===== src/rtl/spi_master_arbiter.sv =====
// Round-robin arbiter sharing one SPI master among NUM_REQ descriptor requesters.
// Optional WAIT watchdog compiled in with `define SPI_ARB_TIMEOUT_EN.
module spi_master_arbiter #(
   parameter int unsigned NUM_REQ        = 4,
   parameter int unsigned DATA_WIDTH     = 32,
   parameter int unsigned LEN_WIDTH      = 6,
   parameter int unsigned GAP_CYCLES     = 2,
   parameter int unsigned TIMEOUT_CYCLES = 1024
) (
   input  logic                            clk,
   input  logic                            rst_n,
   input  logic [NUM_REQ-1:0]              req_valid_i,
   output logic [NUM_REQ-1:0]              req_ready_o,
   input  logic [NUM_REQ*2-1:0]            req_cs_i,
   input  logic [NUM_REQ*LEN_WIDTH-1:0]    req_len_i,
   input  logic [NUM_REQ*DATA_WIDTH-1:0]   req_data_i,
   output logic [NUM_REQ-1:0]              rsp_valid_o,
   output logic [DATA_WIDTH-1:0]           rsp_data_o,
   output logic                            rsp_err_o,
   output logic [NUM_REQ-1:0]              grant_o,
   output logic                            spi_start_o,
   output logic [1:0]                      spi_cs_o,
   output logic [LEN_WIDTH-1:0]            spi_len_o,
   output logic [DATA_WIDTH-1:0]           spi_data_o,
   input  logic                            spi_done_i,
   input  logic [DATA_WIDTH-1:0]           spi_rx_i
);

   localparam int unsigned IW = (NUM_REQ > 1) ? $clog2(NUM_REQ) : 1;
   localparam int unsigned GW = (GAP_CYCLES > 1) ? $clog2(GAP_CYCLES) : 1;
   localparam logic [GW-1:0] GAP_LAST = GW'((GAP_CYCLES > 0) ? GAP_CYCLES - 1 : 0);
   localparam logic [LEN_WIDTH-1:0] LEN_MAX = LEN_WIDTH'(DATA_WIDTH);
   localparam logic [IW-1:0] OWNER_LAST = IW'(NUM_REQ - 1);
   localparam logic [NUM_REQ-1:0] ONE_HOT0 = NUM_REQ'(1);

   typedef enum logic [2:0] {IDLE, START, WAIT, RESP, GAP} state_t;

   state_t                  state_q, state_d;
   logic [IW-1:0]           ptr_q, owner_q, winner, scan_idx;
   logic                    any_valid;
   logic [1:0]              cs_sel;
   logic [LEN_WIDTH-1:0]    len_sel;
   logic [DATA_WIDTH-1:0]   data_sel;
   logic [GW-1:0]           gap_cnt_q;
   logic [NUM_REQ-1:0]      grant_q;
   logic                    timeout_evt;

   // First valid requester at or above the pointer, wrapping round.
   always_comb begin
      any_valid = 1'b0;
      winner    = '0;
      scan_idx  = '0;
      for (int unsigned i = 0; i < NUM_REQ; i++) begin
         scan_idx = IW'((32'(ptr_q) + i) % NUM_REQ);
         if (!any_valid && req_valid_i[scan_idx]) begin
            any_valid = 1'b1;
            winner    = scan_idx;
         end
      end
   end

   always_comb begin
      cs_sel   = req_cs_i[32'(winner)*2 +: 2];
      len_sel  = req_len_i[32'(winner)*LEN_WIDTH +: LEN_WIDTH];
      data_sel = req_data_i[32'(winner)*DATA_WIDTH +: DATA_WIDTH];
   end

`ifdef SPI_ARB_TIMEOUT_EN
   localparam int unsigned TW = (TIMEOUT_CYCLES > 1) ? $clog2(TIMEOUT_CYCLES) : 1;
   localparam logic [TW-1:0] TO_LAST = TW'(TIMEOUT_CYCLES - 1);

   logic [TW-1:0] wait_cnt_q;
   logic          rsp_err_q;

   always_ff @(posedge clk or negedge rst_n) begin
      if (!rst_n) begin
         wait_cnt_q <= '0;
         rsp_err_q  <= 1'b0;
      end else begin
         wait_cnt_q <= (state_q == WAIT) ? wait_cnt_q + 1'b1 : '0;
         if (state_q == IDLE && any_valid && len_sel == '0)
            rsp_err_q <= 1'b0;
         else if (state_q == WAIT && spi_done_i)
            rsp_err_q <= 1'b0;
         else if (timeout_evt)
            rsp_err_q <= 1'b1;
      end
   end

   // A done arriving on the last watchdog cycle still wins over the timeout.
   always_comb timeout_evt = (state_q == WAIT) && !spi_done_i && (wait_cnt_q == TO_LAST);
   always_comb rsp_err_o   = rsp_err_q;
`else
   logic unused_timeout;

   // Parameter kept so instantiations stay identical with the watchdog compiled out.
   always_comb unused_timeout = ^TIMEOUT_CYCLES;
   always_comb timeout_evt    = 1'b0;
   always_comb rsp_err_o      = 1'b0;
`endif

   always_ff @(posedge clk or negedge rst_n) begin
      if (!rst_n) state_q <= IDLE;
      else        state_q <= state_d;
   end

   always_comb begin
      state_d = state_q;
      case (state_q)
         IDLE:    if (any_valid) state_d = (len_sel == '0) ? RESP : START;
         START:   state_d = WAIT;
         WAIT:    if (spi_done_i || timeout_evt) state_d = RESP;
         RESP:    state_d = (GAP_CYCLES > 0) ? GAP : IDLE;
         GAP:     if (gap_cnt_q == GAP_LAST) state_d = IDLE;
         default: state_d = IDLE;
      endcase
   end

   // Accept strobe is masked while reset is held so nothing is acknowledged then.
   always_comb begin
      req_ready_o = '0;
      if (state_q == IDLE && any_valid && rst_n)
         req_ready_o[winner] = 1'b1;
      spi_start_o = (state_q == START);
      rsp_valid_o = (state_q == RESP) ? grant_q : '0;
      grant_o     = grant_q;
   end

   always_ff @(posedge clk or negedge rst_n) begin
      if (!rst_n) begin
         ptr_q      <= '0;
         owner_q    <= '0;
         grant_q    <= '0;
         spi_cs_o   <= '0;
         spi_len_o  <= '0;
         spi_data_o <= '0;
         rsp_data_o <= '0;
         gap_cnt_q  <= '0;
      end else begin
         gap_cnt_q <= (state_q == GAP) ? gap_cnt_q + 1'b1 : '0;
         case (state_q)
            IDLE: begin
               if (any_valid) begin
                  owner_q    <= winner;
                  grant_q    <= ONE_HOT0 << winner;
                  spi_cs_o   <= cs_sel;
                  spi_len_o  <= (len_sel > LEN_MAX) ? LEN_MAX : len_sel;
                  spi_data_o <= data_sel;
                  if (len_sel == '0) rsp_data_o <= '0;
               end
            end
            WAIT: begin
               if (spi_done_i)       rsp_data_o <= spi_rx_i;
               else if (timeout_evt) rsp_data_o <= '0;
            end
            RESP: begin
               ptr_q   <= (owner_q == OWNER_LAST) ? '0 : owner_q + 1'b1;
               grant_q <= '0;
            end
            default: ;
         endcase
      end
   end

endmodule


===== config.mk =====
export PLATFORM = sky130hd
export DESIGN_NAME = spi_master_arbiter
export DESIGN_NICKNAME = d
export VERILOG_FILES = /design/src/rtl/spi_master_arbiter.sv
export SDC_FILE = /design/constraint.sdc
export NUM_CORES = 1
export LEC_CHECK = 0
export ABC_CLOCK_PERIOD_IN_PS = 2600
export CELL_PAD_IN_SITES_DETAIL_PLACEMENT = 1
export CELL_PAD_IN_SITES_GLOBAL_PLACEMENT = 2
export CORE_MARGIN = 2
export CORE_UTILIZATION = 21
export DETAILED_ROUTE_END_ITERATION = 10
export GPL_TIMING_DRIVEN = 1
export PLACE_DENSITY = 0.85
export SETUP_SLACK_MARGIN = 0.1
export SLEW_MARGIN = 20
export SYNTH_ARGS = -nofsm -noshare
export SYNTH_HDL_FRONTEND = slang
export SYNTH_SLANG_ARGS = --single-unit
export TNS_END_PERCENT = 10

===== constraint.sdc =====
create_clock -name clk -period 2.6 [get_ports clk]
set_input_delay 0.52 -clock clk [delete_from_list [all_inputs] [get_ports clk]]
set_output_delay 0.52 -clock clk [all_outputs]
set_load 0.05 [all_outputs]

==> impl_metrics.ini, run 1 <==
[outcome]
outcome = finished clean

[sta]
final.period_utilization = 0.932
setup_viol = 0
fmaxAchievable_mhz = 412
max-slew-margin-rel = 0.604
final.min_clock_period_ns = 2.42
grt_setup_unrepaired = true
slew_violations = 0
hold_violations = 0
finalSetupTns_ns = 0
worstMarginPinSlew_ns = 0.593
finalClockSkew_ns = 0.00944

[die]
design.core.area_um2 = 21900
die-area_um2 = 23600
floorplan.rows = 54
floorplan.io_pins = 285
die_span_in_y_um = 154
floorplan.initialDensity = 0.215
fp.dieW_um = 154

[power]
share_comb_of_total_power = 0.656
share_seq_of_total_power = 0.218
leakage_nw = 3.53
ir_drop_mv = 0.366
total_switching_power_mw = 5.19
intPower_mw = 5.49
power.clock.fraction = 0.126
p_sw_frac = 0.486
power.density_nw_per_um2 = 1240

[synthesis]
syn-num-nets = 655
post_synth_inst_count = 455
netlist_top_cells_area = sky130_fd_sc_hd__dfrtp_1, sky130_fd_sc_hd__mux2i_1, sky130_fd_sc_hd__mux2_2
asyncSetResetFlopFracSynth = 1.00
synthFlopType = sky130_fd_sc_hd__dfrtp_1
yosys_warnings = 0
yosys.area.top_type = sky130_fd_sc_hd__dfrtp_1
synth_area_um2 = 4710
post_synth.cell_area_avg_um2 = 10.3
ys_types = 49
ys_ff_latch = 84
synth-seq-area-share = 0.447
post_synth_edffs = 0
synth_top_area_frac = 0.447

[final_layout]
post_layout_nonfiller_instances = 1050
fin_area_um2 = 8610
layout_utilization = 0.393
area.growth.synth_to_final_pct = 83.0
fillers = 2439
drive_above_1_share = 0.184
nNetsFinal = 963

[critical_path]
timing.critical_path.fanout_max = 7
timing.rr.end = rsp_data_o[3]
slowest_cell_on_the_critical_path = sky130_fd_sc_hd__dlygate4sd2_1
minimum_setup_slack_among_reg_to_reg_paths_ns = 0.18
crit_path_max_incr_delay_ns = 0.31
worst-setup-path-type = input port to primary output
worst_ep_arrival_time_ns = 1.90
cp-end-kind = primary output
worst_flop_to_flop_path_startpoint = ptr_q[1]
crit_required_ns = 2.08
worst_setup_path_start_kind = input port
r2r.worst_path.cells = 9
timing.critical_path.cells = dlygate4sd2_1 > buf_4 > o21a_1 > o311ai_4 > and3_4 > buf_12

[global_routing]
first_global_vias = 5361
maximum_number_of_pins_on_one_net_before_global_route_repair = 85
overall_global_routing_resource_usage = 0.169
grt_overflow_total = 0
grt_pass1_wl_mm = 31.1
initial_antenna_violation_count = 2

[detailed_routing]
drt_iter0_drc = 204
routed_wl_mm = 20.1
post-route-drc-count = 0
wl_per_cell_um = 19.1
drt-pass1-iter-count = 5
viasPerCell = 4.62
via_count_of_the_routed_design = 4847
ant_nets = 0

[clock_network]
cts.sinks = 84
root_buffer = sky130_fd_sc_hd__clkbuf_16
cts-htree-levels = 3
clock_tree.buffer_depth = 2
path_clk_slew_ns = 0.07
cts_made_buffers = 9
cts_tree = done
worst_skew_pair.late_latency_ns = 0.34
ctsHoldBuffers = 0

[placement]
dp_hpwl_mm = 15.6
port_buffers = 283
gp_congestion = 0.811
placed_cells_incl_taps = 1026
dpl_cell_area_um2 = 8190

[job]
max_cap_viol_count = 0

[min_path]
min_path_type = input port to asynchronous set/reset pin
## logic make-up after synthesis
kind of cell	Yosys count	synth area share
AO/OA/AOI/OAI	120	0.170
adder cells (fa/ha/maj)	1	0.00266
buffers and inverters	45	0.0529
flip-flops	84	0.447
multiplexers	93	0.207
other	1	0.000797
AND/OR/NAND/NOR	111	0.120
## stage by stage
step	setup WS [ns]	total power [mW]	hold slack, ns
2_1_floorplan	0.00535	6.57	0.224
3_3_place_gp	-0.307	9.20	0.403
5_1_grt	0.0767	11.4	0.338
6_report	0.176	10.7	0.302
4_1_cts	0.118	10.8	0.321
3_5_place_dp	-0.340	9.31	0.411
## synthesized netlist by cell type, types with 4 or more instances
cell type	count
sky130_fd_sc_hd__dfrtp_1	84
sky130_fd_sc_hd__mux2i_1	59
sky130_fd_sc_hd__nand2_1	56
sky130_fd_sc_hd__a21oi_1	37
sky130_fd_sc_hd__mux2_2	34
sky130_fd_sc_hd__o21ai_0	34
sky130_fd_sc_hd__a222oi_1	22
sky130_fd_sc_hd__clkbuf_1	15
sky130_fd_sc_hd__buf_2	13
sky130_fd_sc_hd__nor2_1	11
sky130_fd_sc_hd__buf_6	7
sky130_fd_sc_hd__and2_1	6
sky130_fd_sc_hd__and3_1	6
sky130_fd_sc_hd__nand3_1	5
sky130_fd_sc_hd__o31ai_1	5
sky130_fd_sc_hd__inv_1	4
sky130_fd_sc_hd__nor2b_1	4
## metal layers
metal | wire (um) | vias to the layer above | share of wire | GRT usage
met5 | 0 | - | 0 | 0
met4 | 402 | 0 | 0.020 | 0.0559
met3 | 1500 | 19 | 0.074 | 0.0499
met2 | 9960 | 214 | 0.50 | 0.295
met1 | 8220 | 2313 | 0.41 | 0.200
li1 | - | 2301 | - | -
## sequential cells by signal, summed over array words and instances, names as in the netlist
register,count
spi_len_o,6
spi_cs_o,2
owner_q,2
ptr_q,2
rsp_data_o,32
spi_data_o,32
gap_cnt_q,1
grant_o,4
state_q,3
## critical path, delay by kind of cell
family	cells	cell delay, ns
and+or+nand+nor	1	0.26
buffers and inverters	3	0.62
AOI/OAI and AO/OA	2	0.49
## layout make-up
type                            count  area (um2)  area share
Antenna cell                        2        5.00    0.000581
Clock buffer                        9         225      0.0261
Clock inverter                      7        82.6     0.00959
Inverter                            4        15.0     0.00174
Multi-Input combinational cell    326        2430       0.282
Sequential cell                    84        2100       0.244
Tap cell                          280         350      0.0407
Timing Repair Buffer              338        3400       0.395
## cell usage in the layout (no fill, tap or decap), types with 2 or more instances in the layout
cell type,count
sky130_fd_sc_hd__o21bai_1,2
sky130_fd_sc_hd__nor2_1,8
sky130_fd_sc_hd__nor2_4,2
sky130_fd_sc_hd__and3_4,3
sky130_fd_sc_hd__mux2_2,34
sky130_fd_sc_hd__dfrtp_2,2
sky130_fd_sc_hd__diode_2,2
sky130_fd_sc_hd__a221o_1,3
sky130_fd_sc_hd__dfrtp_1,82
sky130_fd_sc_hd__buf_12,13
sky130_fd_sc_hd__nand2_1,56
sky130_fd_sc_hd__nand4b_1,2
sky130_fd_sc_hd__and2_0,2
sky130_fd_sc_hd__o21ai_1,2
sky130_fd_sc_hd__o21ai_0,34
sky130_fd_sc_hd__or2_2,3
sky130_fd_sc_hd__a222oi_1,22
sky130_fd_sc_hd__and2_1,5
sky130_fd_sc_hd__buf_4,49
sky130_fd_sc_hd__buf_6,2
sky130_fd_sc_hd__inv_1,4
sky130_fd_sc_hd__clkinvlp_4,2
sky130_fd_sc_hd__clkdlybuf4s50_1,269
sky130_fd_sc_hd__a22o_1,3
sky130_fd_sc_hd__mux2i_1,59
sky130_fd_sc_hd__clkbuf_16,10
sky130_fd_sc_hd__clkinv_4,2
sky130_fd_sc_hd__o31ai_1,5
sky130_fd_sc_hd__a21oi_1,37
sky130_fd_sc_hd__and3_2,3
sky130_fd_sc_hd__dlygate4sd2_1,3
sky130_fd_sc_hd__nor2b_1,3
sky130_fd_sc_hd__nand3_1,5
sky130_fd_sc_hd__nand2b_1,3
## repair_timing
| action | CTS | global route |
|---|---|---|
| endpoints found under the setup margin | 39 | 42 |
| buffers inserted | 4 | 1 |
| endpoints found under the hold margin | 0 | 0 |
| pin swaps | 4 | 2 |
| resized for setup | 20 | 5 |
| cloned | 0 | 1 |
## power by group through the flow
stage | logic [mW] | clock network [mW] | registers (mW)
finish | 7.01 | 1.34 | 2.33
global route | 7.49 | 1.45 | 2.44
CTS | 7.02 | 1.41 | 2.34
detailed placement | 6.95 | 0 | 2.35
global placement | 6.87 | 0 | 2.33
floorplan | 2.34 | 0 | 4.24
## worst max path at each step
stage,startpoint,end,slack (ns)
final,req_valid_i[3],req_ready_o[0],0.18
after global routing,ptr_q[1],rsp_data_o[16],0.08
after CTS,req_valid_i[1],req_ready_o[0],0.12
after detailed placement,req_valid_i[3],rsp_data_o[16],-0.34
after global placement,req_valid_i[1],spi_data_o[19],-0.31
after floorplan,req_valid_i[0],req_ready_o[3],0.005
Note: power is estimated with default switching activity, not from simulation.
==> inputs of run 2 (changes only) <==
CORE_UTILIZATION = 35   (was 21)
DONT_BUFFER_PORTS = 1   (was not set)
PLACE_DENSITY = 0.82   (was 0.85)
==> run 2 against run 1 <==
Non-clock buffer count is 305 lower. Count of clock-buffer cells in the layout stayed put. Critical path depth stayed put. Maximum frequency down 0.92%. Clock skew decreased by 0.0028 ns. Cell count fell by 39%. Die area is 39% lower. Clock power rose by 7%. Total power down 16%. Via count down 23%. Combinational power fell by 54%. Critical endpoint is now req_ready_o[1].
==> impl_metrics.ini, run 2 (synthesis gave the netlist of run 1 again) <==
[clock_network]
cts_made_buffers = 9
cts.sinks = 84
worst_skew_pair.late_latency_ns = 0.34
path_clk_slew_ns = 0.07
root_buffer = sky130_fd_sc_hd__clkbuf_16
clock_tree.buffer_depth = 2
cts_tree = done
cts-htree-levels = 3

[placement]
dp_hpwl_mm = 11.4
gp_congestion = 0.845
port_buffers = 0
dpl_cell_area_um2 = 5020
dp_worst_setup_slack_ns = 0.148

[sta]
setup_viol = 0
finalSetupTns_ns = 0
hold_violations = 0
grt_setup_unrepaired = true
slew_violations = 0
final.setup.worst_slack_ns = 0.153
finalClockSkew_ns = 0.00667
final.period_utilization = 0.941
max-slew-margin-rel = 0.618
fmaxAchievable_mhz = 409
worstMarginPinSlew_ns = 0.573
final.min_clock_period_ns = 2.45
worst_hold_slack_ns = 0.0720

[detailed_routing]
post-route-drc-count = 0
viasPerCell = 5.82
via_count_of_the_routed_design = 3719
routed_wl_mm = 15.1
drt_iter0_drc = 259
ant_nets = 0
drt-pass1-iter-count = 7
wl_per_cell_um = 23.7

[global_routing]
overall_global_routing_resource_usage = 0.208
grt_overflow_total = 0
grt_pass1_wl_mm = 22.8
first_global_vias = 3951
initial_antenna_violation_count = 0
maximum_number_of_pins_on_one_net_before_global_route_repair = 85

[critical_path]
crit_path_max_incr_delay_ns = 0.49
crit_buf_inv = 2
worst-setup-path-type = flop to primary output
slowest_cell_on_the_critical_path = sky130_fd_sc_hd__dfrtp_2
worst_setup_path_start_kind = flop
cp-end-kind = primary output
crit_required_ns = 2.08
timing.critical_path.cells = nor2b_1 > o21ai_0 > and2_4 > buf_4 > and3_2 > buf_12
worst_ep_arrival_time_ns = 1.93
timing.critical_path.fanout_max = 11
critical-path-top-delay-family = simple AND/OR/NAND/NOR gates

[power]
ir_drop_mv = 0.545
finalPower_mw = 8.99
leakage_nw = 2.31
total_switching_power_mw = 4.84
p_sw_frac = 0.538
intPower_mw = 4.15
power.clock.fraction = 0.160
share_seq_of_total_power = 0.482
share_comb_of_total_power = 0.357
power.density_nw_per_um2 = 1650

[final_layout]
antennaDiodeCount = 0
fillers = 1443
most_frequent_standard_cell_in_the_layout_excluding_fill_and_tap_cells = sky130_fd_sc_hd__dfrtp_1
fin_area_um2 = 5450
drive_above_1_share = 0.222
nNetsFinal = 658
area.growth.synth_to_final_pct = 15.7
registers_with_the_most_flip_flops = rsp_data_o: 32 flops, spi_data_o: 32 flops, spi_len_o: 6 flops
area_taken_by_multi_input_logic_gates_um2 = 2410
seqCellArea_um2 = 2100
final_cell_mix = sky130_fd_sc_hd__dfrtp_1, sky130_fd_sc_hd__mux2i_1, sky130_fd_sc_hd__nand2_1

[job]
max_cap_viol_count = 0

[die]
design.core.area_um2 = 13200
fp.dieW_um = 120
floorplan.initialDensity = 0.357
floorplan.io_pins = 285
floorplan.rows = 42
die_span_in_y_um = 120
die-area_um2 = 14400

[outcome]
outcome = finished clean

[min_path]
min_path_type = input port to asynchronous set/reset pin
## run 2: changes by cell type in the layout (fill, tap and decap cells not counted), moves of 2 or more
cell                              delta
sky130_fd_sc_hd__clkdlybuf4s50_1   -269
sky130_fd_sc_hd__buf_4              -26
sky130_fd_sc_hd__buf_12              -5
sky130_fd_sc_hd__and3_1              +3
sky130_fd_sc_hd__and3_4              -3
sky130_fd_sc_hd__dlygate4sd2_1       -3
sky130_fd_sc_hd__buf_6               -2
sky130_fd_sc_hd__clkinvlp_4          -2
sky130_fd_sc_hd__diode_2             -2
## run 2: power by group through the flow
stage          clock network (mW)  logic [mW]  registers, mW
6_report                     1.44        3.21           4.33
4_1_cts                      1.48        3.21           4.37
5_1_grt                      1.55        3.58           4.41
3_5_place_dp                    0        3.15           4.39
2_1_floorplan                   0        2.34           4.24
3_3_place_gp                    0        3.00           4.36
## run 2: layout make-up
class	instances	area share
inverters	4	0.00276
multi-input cells	326	0.442
clock inverters	7	0.0195
repair buffers	33	0.0671
flip-flops and latches	84	0.386
clock buffers	9	0.0414
well taps	176	0.0404
## run 2: repair_timing
| item | CTS | global route |
|---|---|---|
| hold buffers | 1 | 0 |
| gates resized for setup | 7 | 3 |
| setup endpoints to repair | 4 | 35 |
| setup buffers | 1 | 3 |
| hold endpoints to repair | 84 | 0 |
| pin swaps | 1 | 0 |
## run 2: per-layer routing
layer  global-route usage  vias to the layer above  wire length (um)
met4               0.0728                        0               271
li1                     -                     1681                 -
met5                    0                        -                 0
met1                0.242                     1836              5880
met2                0.375                      189              7900
met3               0.0466                       13              1090
## run 2: path summary, 6_finish.rpt
| kind | slack (ns) | start | cells past startpoint | to |
|---|---|---|---|---|
| setup / recovery | 0.15 | ptr_q[0] | 6 | req_ready_o[1] |
| hold / removal | 0.07 | rst_n | 1 | rsp_data_o[9] |
| hold reg to reg | 0.42 | gap_cnt_q | 1 | gap_cnt_q |
| min in group clk | 0.36 | spi_rx_i[27] | 2 | rsp_data_o[27] |
| setup reg to reg | 0.21 | ptr_q[0] | 9 | rsp_data_o[0] |
| max in group asynchronous | 2.17 | rst_n | 1 | ptr_q[1] |
## run 2: worst register-to-register path, cell delays in order, from the launching register on
cell and delay [ns]:
sky130_fd_sc_hd__dfrtp_2 0.49, sky130_fd_sc_hd__nor3b_4 0.19, sky130_fd_sc_hd__o31a_1 0.30, sky130_fd_sc_hd__buf_4 0.15
sky130_fd_sc_hd__a22o_1 0.23, sky130_fd_sc_hd__a221oi_2 0.19, sky130_fd_sc_hd__buf_4 0.16, sky130_fd_sc_hd__and4_1 0.24
sky130_fd_sc_hd__buf_12 0.20, sky130_fd_sc_hd__a21oi_1 0.11
## run 2: per-stage QoR
step                cells   util
floorplan             455      -
global placement      618  0.381
detailed placement    618  0.381
CTS                   636  0.410
global route          639  0.413
finish                639  0.413
==> inputs of run 3 (changes only) <==
CORE_UTILIZATION = 37   (was 35)
CTS_BUF_LIST = sky130_fd_sc_hd__clkbuf_4   (was not set)
PLACE_DENSITY = 0.86   (was 0.82)
==> run 3 against run 2 <==
Wire length is 2.3% higher. Largest power group unchanged. Maximum frequency is 3.3% lower. Hold slack better by 0.18 ns. Total power is 4.9% lower. Utilization is 2.1 points higher. Critical path depth stayed put.
==> impl_metrics.ini, run 3 (synthesis gave the netlist of run 1 again) <==
[outcome]
outcome = finished clean

[detailed_routing]
viasPerCell = 5.81
routed_wl_mm = 15.5
post-route-drc-count = 0
wl_per_cell_um = 23.9
drt-pass1-iter-count = 10
via_count_of_the_routed_design = 3762
drt_iter0_drc = 227
ant_nets = 0

[critical_path]
worst-setup-path-type = flop to primary output
cp-end-kind = primary output
crit_required_ns = 2.08
most_used_cell_along_the_critical_path = sky130_fd_sc_hd__buf_6
worst_ep_arrival_time_ns = 2.01
r2r.worst_path.cells = 9
timing.critical_path.cells = buf_6 > nor3b_4 > o31a_1 > buf_6 > and3_4 > buf_12
slowest_cell_on_the_critical_path = sky130_fd_sc_hd__dfrtp_2
worst_setup_path_start_kind = flop
crit_path_max_incr_delay_ns = 0.48
timing.rr.end = rsp_data_o[29]
minimum_setup_slack_among_reg_to_reg_paths_ns = 0.12
worst_flop_to_flop_path_startpoint = ptr_q[1]
timing.critical_path.fanout_max = 6

[job]
max_cap_viol_count = 0

[die]
design.core.area_um2 = 12500
floorplan.io_pins = 285
floorplan.initialDensity = 0.376
die_span_in_y_um = 117
floorplan.rows = 41
die-area_um2 = 13600
fp.dieW_um = 117

[global_routing]
grt_pass1_wl_mm = 21.1
maximum_number_of_pins_on_one_net_before_global_route_repair = 85
initial_antenna_violation_count = 0
first_global_vias = 3868
grt_overflow_total = 0
overall_global_routing_resource_usage = 0.207

[min_path]
min_delay_worst_endpoint = rsp_data_o[5]
min_path_type = input port to flop
hold_depth = 2
worstHoldStart = spi_rx_i[5]

[sta]
final.period_utilization = 0.974
final.min_clock_period_ns = 2.53
finalClockSkew_ns = 0.0200
slew_violations = 0
setup_viol = 0
hold_violations = 0
worstMarginPinSlew_ns = 0.541
finalSetupTns_ns = 0
fmaxAchievable_mhz = 395
max-slew-margin-rel = 0.639
grt_setup_unrepaired = true

[power]
power.density_nw_per_um2 = 1570
ir_drop_mv = 0.585
leakage_nw = 2.30

[final_layout]
drive_above_1_share = 0.253
registers_with_the_most_flip_flops = rsp_data_o: 32 flops, spi_data_o: 32 flops, spi_len_o: 6 flops
nNetsFinal = 670
final_cell_mix = sky130_fd_sc_hd__dfrtp_1, sky130_fd_sc_hd__mux2i_1, sky130_fd_sc_hd__nand2_1
antennaDiodeCount = 0
layout_utilization = 0.434
area.growth.synth_to_final_pct = 15.5
most_frequent_standard_cell_in_the_layout_excluding_fill_and_tap_cells = sky130_fd_sc_hd__dfrtp_1
post_layout_nonfiller_instances = 647

[clock_network]
cts_tree = done
root_buffer = sky130_fd_sc_hd__clkbuf_4
cts.sinks = 84
clock_tree.buffer_depth = 2
cts_made_buffers = 9
path_clk_slew_ns = 0.15
cts-htree-levels = 3
worst_skew_pair.late_latency_ns = 0.44

[placement]
placed_cells_incl_taps = 612
gp_congestion = 0.804
dp_hpwl_mm = 11.1
port_buffers = 0
run 3: changes by cell type in the layout (fill, tap and decap cells not counted), sizes merged:
cell,previous run,this run
inv,7,6
clkinvlp,0,3
bufinv,2,0
buf,32,43
dlygate4sd3,0,1
run 3: worst max path at each step:
stage / from / slack [ns] / end / depth (start not counted)
6_report: ptr_q[1] / 0.07 / req_ready_o[2] / 6
2_1_floorplan: req_valid_i[0] / 0.005 / req_ready_o[3] / 7
3_3_place_gp: ptr_q[0] / 0.16 / spi_data_o[11] / 7
4_1_cts: ptr_q[1] / 0.0005 / req_ready_o[0] / 5
5_1_grt: ptr_q[1] / -0.02 / req_ready_o[1] / 6
3_5_place_dp: ptr_q[0] / 0.09 / spi_data_o[21] / 7
run 3: repair_timing:
| action | 4_1_cts | 5_1_grt |
|---|---|---|
| pin swaps | 1 | 6 |
| buffers inserted | 3 | 13 |
| hold buffers | 2 | 0 |
| hold endpoints to repair | 84 | 0 |
| endpoints found under the setup margin | 9 | 51 |
| resized for setup | 10 | 16 |
| gates cloned | 0 | 1 |
run 3: cell type report:
type,count,area [um2]
clock buffers,9,67.6
clock inverters,7,50.0
fillers,1429,7080
inverters,4,15.0
multi-input cells,326,2440
flip-flops and latches,84,2110
well taps,172,215
repair buffers,45,538
run 3: worst max-delay path: cells and delay by family (launching register included):
kind | cells | cell delay, ns
flops | 1 | 0.48
simple gates | 2 | 0.44
buf+inv | 3 | 0.42
compound gates | 1 | 0.23
run 3: metrics by stage:
step | hold slack (ns) | cell area (um2) | setup WS (ns) | total power [mW]
floorplan | 0.224 | 4710 | 0.00535 | 6.57
finish | 0.251 | 5430 | 0.0686 | 8.55
CTS | 0.214 | 5240 | 0.000536 | 8.35
global route | 0.215 | 5430 | -0.0200 | 9.08
detailed placement | 0.227 | 5030 | 0.0920 | 7.55
global placement | 0.226 | 5030 | 0.157 | 7.38
run 3: power breakdown:
group	switching [mW]	leakage, nW	internal (mW)
sequential	2.42	1.04	1.91
clock	0.497	0.0587	0.200
combinational	1.93	1.20	1.59
total	4.85	2.30	3.70
run 3: per-layer routing:
metal | wire length [um] | vias to the layer above | track usage
met2 | 8110 | 214 | 0.373
met5 | 0 | - | 0
li1 | - | 1703 | -
met3 | 1320 | 31 | 0.0639
met1 | 5690 | 1814 | 0.228
met4 | 373 | 0 | 0.0761
